[config.mk]
export PLATFORM = sky130hd
export DESIGN_NAME = nibble_serial_add_ctrl
export DESIGN_NICKNAME = d
export VERILOG_FILES = /design/src/rtl/nibble_serial_add_ctrl.sv
export SDC_FILE = /design/constraint.sdc
export NUM_CORES = 1
export LEC_CHECK = 0
export ABC_AREA = 1
export CAP_MARGIN = 40
export CORE_MARGIN = 10
export CORE_UTILIZATION = 60
export CTS_BUF_LIST = sky130_fd_sc_hd__clkbuf_4 sky130_fd_sc_hd__clkbuf_8 sky130_fd_sc_hd__clkbuf_16
export CTS_CLUSTER_DIAMETER = 50
export DETAILED_ROUTE_END_ITERATION = 16
export DONT_BUFFER_PORTS = 1
export PLACE_DENSITY = 0.77
export SYNTH_ARGS = -nofsm -noshare
export SYNTH_HDL_FRONTEND = slang
export SYNTH_SLANG_ARGS = --single-unit
export TNS_END_PERCENT = 5
[constraint.sdc]
create_clock -name clk_i -period 3.45 [get_ports clk_i]
set_clock_uncertainty 0.05 [all_clocks]
set_input_delay 0.69 -clock clk_i [delete_from_list [all_inputs] [get_ports clk_i]]
set_output_delay 0.69 -clock clk_i [all_outputs]
set_load 0.02 [all_outputs]
[src/rtl/nibble_serial_add_ctrl.sv]
// Wide add/subtract built from one NIB-bit adder slice, one slice per cycle, LSB slice first.
// done pulses N+1 cycles after start is accepted; start is only honoured in IDLE and never queued.
module nibble_serial_add_ctrl #(
  parameter int WIDTH = 16,
  parameter int NIB   = 4
) (
  input  logic             clk_i,
  input  logic             rst_i,
  input  logic             start_i,
  input  logic             sub_i,
  input  logic [WIDTH-1:0] a_i,
  input  logic [WIDTH-1:0] b_i,
  input  logic             cin_i,
  output logic             busy_o,
  output logic             done_o,
  output logic [WIDTH-1:0] sum_o,
  output logic             cout_o,
  output logic             ovf_o
);

  localparam int N  = WIDTH / NIB;
  localparam int KW = (N > 1) ? $clog2(N) : 1;
  localparam int SW = NIB + 1;
  localparam logic [KW-1:0] K_LAST = KW'(N - 1);

  typedef enum logic [1:0] {
    IDLE,
    RUN,
    DONE
  } state_t;

  state_t           state_q, state_d;
  logic [KW-1:0]    k_q, k_d;
  logic             carry_q, carry_d;
  logic [WIDTH-1:0] a_q, a_d;
  logic [WIDTH-1:0] b_q, b_d;
  logic [WIDTH-1:0] sum_q, sum_d;
  logic             cout_q, cout_d;
  logic             ovf_q, ovf_d;

  logic [NIB-1:0]   a_sl, b_sl;
  logic [SW-1:0]    slice_res;

  always_ff @(posedge clk_i) begin
    if (rst_i) begin
      state_q <= IDLE;
      k_q     <= '0;
      carry_q <= 1'b0;
      a_q     <= '0;
      b_q     <= '0;
      sum_q   <= '0;
      cout_q  <= 1'b0;
      ovf_q   <= 1'b0;
    end else begin
      state_q <= state_d;
      k_q     <= k_d;
      carry_q <= carry_d;
      a_q     <= a_d;
      b_q     <= b_d;
      sum_q   <= sum_d;
      cout_q  <= cout_d;
      ovf_q   <= ovf_d;
    end
  end

  always_comb begin
    state_d = state_q;
    k_d     = k_q;
    carry_d = carry_q;
    a_d     = a_q;
    b_d     = b_q;
    sum_d   = sum_q;
    cout_d  = cout_q;
    ovf_d   = ovf_q;
    a_sl    = '0;
    b_sl    = '0;

    // Shared slice adder: constant-index mux keeps the select a plain N-way mux.
    for (int i = 0; i < N; i++) begin
      if (k_q == KW'(i)) begin
        a_sl = a_q[i*NIB +: NIB];
        b_sl = b_q[i*NIB +: NIB];
      end
    end
    slice_res = {1'b0, a_sl} + {1'b0, b_sl} + SW'(carry_q);

    case (state_q)
      IDLE: begin
        if (start_i) begin
          a_d     = a_i;
          b_d     = sub_i ? ~b_i : b_i;
          carry_d = sub_i ? 1'b1 : cin_i;
          k_d     = '0;
          sum_d   = '0;
          cout_d  = 1'b0;
          ovf_d   = 1'b0;
          state_d = RUN;
        end
      end
      RUN: begin
        for (int i = 0; i < N; i++) begin
          if (k_q == KW'(i)) begin
            sum_d[i*NIB +: NIB] = slice_res[NIB-1:0];
          end
        end
        carry_d = slice_res[NIB];
        if (k_q == K_LAST) begin
          cout_d  = slice_res[NIB];
          ovf_d   = (a_q[WIDTH-1] == b_q[WIDTH-1]) && (slice_res[NIB-1] != a_q[WIDTH-1]);
          k_d     = '0;
          state_d = DONE;
        end else begin
          k_d = k_q + KW'(1);
        end
      end
      DONE: begin
        state_d = IDLE;
      end
      default: begin
        state_d = IDLE;
      end
    endcase
  end

  assign busy_o = (state_q == RUN);
  assign done_o = (state_q == DONE);
  assign sum_o  = sum_q;
  assign cout_o = cout_q;
  assign ovf_o  = ovf_q;

endmodule

Yosys cells after proc, flatten, opt, wreduce, memory -nomap -nowiden
Index checks and enable logic that the tools add are counted.
W data, S select, Z words.
{"block": "totals", "mem_bits_rw": 0, "reg_bits": 55, "latch_bits": 0, "inputBits": 37, "word_cells": 67, "output_inout_bits": 20, "memories": 0, "mem_bits_ro": 0}
{"block": "classes", "muxes": 29, "n_bitwise": 1, "addsub": 3, "mul": 0, "reduce_logical": 11, "div": 0, "eq_ne": 12, "magnitude_cmp": 0, "n_shift": 0}
{"cell": "$mux W4", "n": 12}
{"cell": "$mux W16", "n": 2}
{"cell": "$pmux W16 S2", "n": 1}
{"cell": "$not A16 Y16", "n": 1}
{"cell": "$reduce_and A3 Y1", "n": 4}
{"cell": "$mux W2", "n": 4}
{"cell": "$ne A2 B1 Y1 const B", "n": 4}
{"cell": "$pmux W2 S2", "n": 2}
{"cell": "$eq A2 B2 Y1 const B", "n": 3}
{"cell": "$pmux W1 S2", "n": 3}
{"cell": "$reduce_and A2 Y1", "n": 3}
{"cell": "$add A4 B4 Y5", "n": 1}
{"cell": "$add A5 B1 Y5", "n": 1}
{"cell": "$mux W1", "n": 5}
{"cell": "$eq A2 B1 Y1 const B", "n": 2}
{"cell": "$logic_not A2 Y1", "n": 2}
{"cell": "$add A2 B1 Y2 const B", "n": 1}
{"cell": "$ne A2 B2 Y1 const B", "n": 1}
{"cell": "$reduce_bool A2 Y1", "n": 1}
{"cell": "$eq A1 B1 Y1", "n": 1}
{"cell": "$logic_and A1 B1 Y1", "n": 1}
{"cell": "$ne A1 B1 Y1", "n": 1}

Logic depth before layout (Yosys ltp)
{"block": "depth", "depth_word": 11, "ltp_mapped": 15, "ltp_nobuf": 15}

Least setup slack after synthesis
No wires, ideal clock.
{"block": "synth_timing", "path_kind": "register to register", "startpoint": "register k_q[1]", "endpoint": "register sum_q[2] (netlist: sum_o[2])", "path_stages_with_launch": 13, "period_less_slack_ns": 2.579, "required_ns": 3.275, "path_buffers": 0, "arrival_time_ns": 2.404, "setup_time_ns": 0.125, "slack_ns": 0.871, "path_cell_list": "dfxtp_1 inv_1 ha_1 nor2_1 a22oi_1 o21ai_0 o21ai_0 fa_1 fa_1 nor2_1 nor2_1 o21ai_1 a21oi_1"}
{"block": "synth_via", "elab_chain_len": 9, "elab_cells_between_ends": 18, "classes_between": "2 x add/sub; 4 x eq/ne; 10 x mux; 2 x reduce/logical"}
{"item": "start, declared", "line_no": "33", "source": "logic [KW-1:0] k_q, k_d;"}
{"item": "start signal, assigned", "line_no": "56", "source": "k_q <= k_d;"}
{"item": "$logic_not A2 Y1", "line_no": "80, 102"}
{"item": "$mux W4 (4 in series)", "line_no": "80", "source": "if (k_q == KW'(i)) begin"}
{"item": "$add A4 B4 Y5", "line_no": "85", "source": "slice_res = {1'b0, a_sl} + {1'b0, b_sl} + SW'(carry_q);"}
{"item": "$add A5 B1 Y5", "line_no": "85"}
{"item": "$mux W4", "line_no": "102", "source": "if (k_q == KW'(i)) begin"}
{"item": "$pmux W16 S2", "line_no": "87", "source": "case (state_q)"}
{"item": "end signal, assigned", "line_no": "60", "source": "sum_q <= sum_d;"}
{"item": "end, declared", "line_no": "37", "source": "logic [WIDTH-1:0] sum_q, sum_d;"}
Parallel ways exist; a longest one is shown, timed or not. The select of a mux whose other input is x is not followed.
A chain may end at the register's enable or synchronous reset.

Worst setup path in the final report
{"block": "layout_timing", "startpoint": "register k_q[1]", "endpoint": "register sum_q[6] (netlist: sum_o[6])"}
{"block": "layout_via", "elab_chain_len": 9, "elab_cells_between_ends": 18, "classes_between": "2 x add/sub; 4 x eq/ne; 10 x mux; 2 x reduce/logical"}
{"item": "$logic_not A2 Y1", "line_no": "80"}
{"item": "$mux W4 (4 in series)", "line_no": "80"}
{"item": "$add A4 B4 Y5", "line_no": "85"}
{"item": "$add A5 B1 Y5", "line_no": "85"}
{"item": "$mux W4", "line_no": "102"}
{"item": "$pmux W16 S2", "line_no": "87"}
Parallel ways exist; a longest one is shown, timed or not. The select of a mux whose other input is x is not followed.

==> summary.md <==
| Metric | Value |
|---|---|
| Syn-to-layout area delta | 3.97% |
| Total track usage | 0.155 |
| Core area | 0.00412 mm^2 |
| Setup Viol. Count Final | 0 |
| Clk_lat worst skew | 300 ps |
| GR Layer Usage met3 | 0.0473 |
| Synth Instances | 342 |
| CP top delay family | adder cells |
| Sum of negative setup slack | 0 ps |
| Port bufs | 0 |
| # rows | 23 |
| Setup Crit Path Kind | register to register |
| Synth Warn # | 0 |
| R2r setup slk | 470 ps |
| Maxcap violations | 0 |
| Hold Path Class | input pin to register |
| DR WL/cell | ~15 um |
| Worst vdd ir | approximately 0.00026 V |
| Most crowded layer after global routing | met2 |
| Worst setup SP type | register |
| Initial antenna violation count | 0 |
| Inserted Diodes | 0 |
| Part of the cycle the worst path needs | 0.862 |
| Share of cells above drive strength 1 | 0.0746 |
| Post-route cell area | 0.00272 mm^2 |
| Data required time of the worst path | around 3600 ps |
| Drt pass-1 iters | 4 |
| WHS Endpoint | k_q[1] |
| RSZ-0062 raised after global routing | false |
| Max Fclk | around 340 MHz |
| TritonCTS clock tree | built |
| Placed cell areas | ~0.0026 mm^2 |
| Setup crit end kind | register |
| Syn Nets | 388 |
| M1 GR Usage | 0.186 |
| Vias in the first global route | approximately 2,100 |
| Clock Pin Slew Worst Setup and Hold Paths | 90 ps |
| Io pins | 57 |
| Initial Util | 0.636 |
| Via/cell ratio | 5.60 |
| DR vias | 2,157 |
| Slew Viols, Final | 0 |
| Crit path from | k_q[1] |
| Final #Nets | 380 |
| FF-to-FF End | sum_o[6] |
| Worst hold slack | 394 ps |
| Power density over the cells | between 400 and 500 mW/mm^2 |
| Outcome | completed |
| Avg Synthesized Cell Area | around 7.7 um^2 |
| Hold Buf Count CTS | 0 |
| Chip Width | ~86 um |
| Starting DRT DRC Count | between 100 and 150 |
| Cell count of the worst hold path | 1 |
| Clk root buf | clkbuf_8 |
| CP most frequent cell | nor2_1 |
| Mapped cell area | ~0.0026 mm^2 |
| Post-CTS sizing | 0 |
| Post-synth cell types | 28 |
| Clock sinks | 55 |
| Die H | between 80 and 90 um |
| Final ANT Viol Nets | 0 |
| Gr ovfl total | 0 |
| TritonCTS Buffers | 5 |
| P_leak | around 1.1 nW |
| Crit path largest cell delay | between 400 and 500 ps |
| M2 GR Usage | 0.258 |
| Residual DRC count | 0 |
| Reg2reg start | k_q[1] |
| Register area share after synthesis | 0.420 |
| Slowest-stage cell, CP | fa_1 |
| CP cell instances | inv_1 > ha_1 > nor2_1 > inv_1 > o221ai_1 > a22oi_1 > fa_1 > fa_1 > nor2_1 > nor2_1 > o21ai_1 > a21oi_1 |
| Power, Total | approximately 1.4 mW |
| Worst Reg-to-Reg Cells | 12 |
| Worst hold start | rst_i |
| Fin. Hold Viols | 0 |
| Max Buffers Root-to-Sink | 2 |
| Largest net degree at the start of global routing | 52 |
| CP arrival | around 3100 ps |
| Seq cells post-synth | 55 |
| Crit-path max FO | 6 |
| Worst Max-Slew Pin Slew | approximately 500 ps |
| DIE AREA | roughly 0.0074 mm^2 |
| Final wirelength | ~5700 um |
| H-Tree Depth | 2 |
| First-pass GRT wire length | approximately 9600 um |
| Rel. slew slack | 0.667 |
| Worst path buffer plus inverter count | 2 |
| Postcts setup bufs | 0 |
| Fin crit period | approximately 3000 ps |
| DP Wirelength | ~4300 um |
| GP Congestion | 0.833 |
==> kinds of logic (layout without fill, tap and decap cells) <==
logic type | after synthesis | count (layout) | share of synthesized area
fa+ha+maj | 9 | 9 | 0.0487
buf+inv | 58 | 51 | 0.0908
simple gates | 91 | 91 | 0.144
xor+xnor | 16 | 16 | 0.0535
flops | 55 | 55 | 0.420
compound gates | 113 | 113 | 0.242
==> flip-flops by register name, summed over array words and instances, names as in the netlist <==
| name | cells |
|---|---|
| state_q | 2 |
| a_q | 16 |
| k_q | 2 |
| b_q | 16 |
| cout_o | 1 |
| sum_o | 16 |
| carry_q | 1 |
| ovf_o | 1 |
==> cell usage after synthesis <==
master	n	area, um^2
a211oi_1	1	7.51
a21oi_1	43	215
a22o_1	1	8.76
a22oi_1	5	37.5
a31oi_1	1	6.26
buf_2	5	25.0
buf_4	1	7.51
buf_6	1	11.3
clkbuf_1	9	33.8
dfxtp_1	55	1100
fa_1	2	40.0
ha_1	7	87.6
inv_1	33	124
inv_2	8	30.0
inv_4	1	6.26
nand2_1	29	109
nand2_2	2	12.5
nand3_1	13	65.1
nor2_1	45	169
nor2_4	2	22.5
o21a_1	2	15.0
o21ai_0	45	225
o21ai_1	8	40.0
o21ai_4	3	48.8
o221ai_1	2	17.5
o22ai_1	2	12.5
xnor2_1	1	8.76
xor2_1	15	131
==> cell usage in the layout (no fill, tap or decap) <==
cell type and count:
o21ai_1 8, nor2_4 2, inv_1 33, xor2_1 15, clkbuf_8 7, inv_2 8
a31oi_1 1, o21ai_4 3, nand2_1 29, nor2_1 45, nand2_2 2, a21oi_1 43
o21a_1 2, a22o_1 1, ha_1 7, inv_4 1, a22oi_1 5, buf_8 1
dfxtp_1 55, nand3_1 13, xnor2_1 1, clkbuf_4 1, o22ai_1 2, a211oi_1 1
o221ai_1 2, o21ai_0 45, fa_1 2
==> power breakdown <==
group	switching, mW	internal [mW]	leakage (nW)
Clock	0.190	0.191	0.0549
Combinational	0.159	0.0842	0.607
Sequential	0.0426	0.684	0.453
==> layout make-up <==
class / count / area, um^2
clock buffers: 8 / 104
repair buffers: 1 / 15.0
well taps: 50 / 62.6
multi-input cells: 229 / 1280
fillers: 395 / 1390
flip-flops and latches: 55 / 1100
inverters: 42 / 160
==> stage by stage <==
stage	std cells	setup WS [ps]	util
finish	385	475	0.662
global route	385	150	0.662
CTS	385	527	0.662
detailed placement	377	539	0.636
global placement	376	677	0.633
floorplan	342	871	-
==> worst max-delay path by stage <==
stage | depth (start not counted) | to | slack [ps]
after CTS | 12 | sum_o[10] | 530
after detailed placement | 12 | sum_o[10] | 540
after global routing | 13 | carry_q | 150
after global placement | 12 | sum_o[2] | 680
after floorplan | 12 | sum_o[2] | 870
final | 12 | sum_o[6] | 470
==> routing by layer <==
| metal | vias to the layer above | wire (um) |
|---|---|---|
| met1 | 995 | 2620 |
| met2 | 50 | 2700 |
| met3 | 8 | 340 |
| li1 | 1104 | - |
| met4 | 0 | 63 |
| met5 | - | 0 |
(Power assumes the default switching activity.)
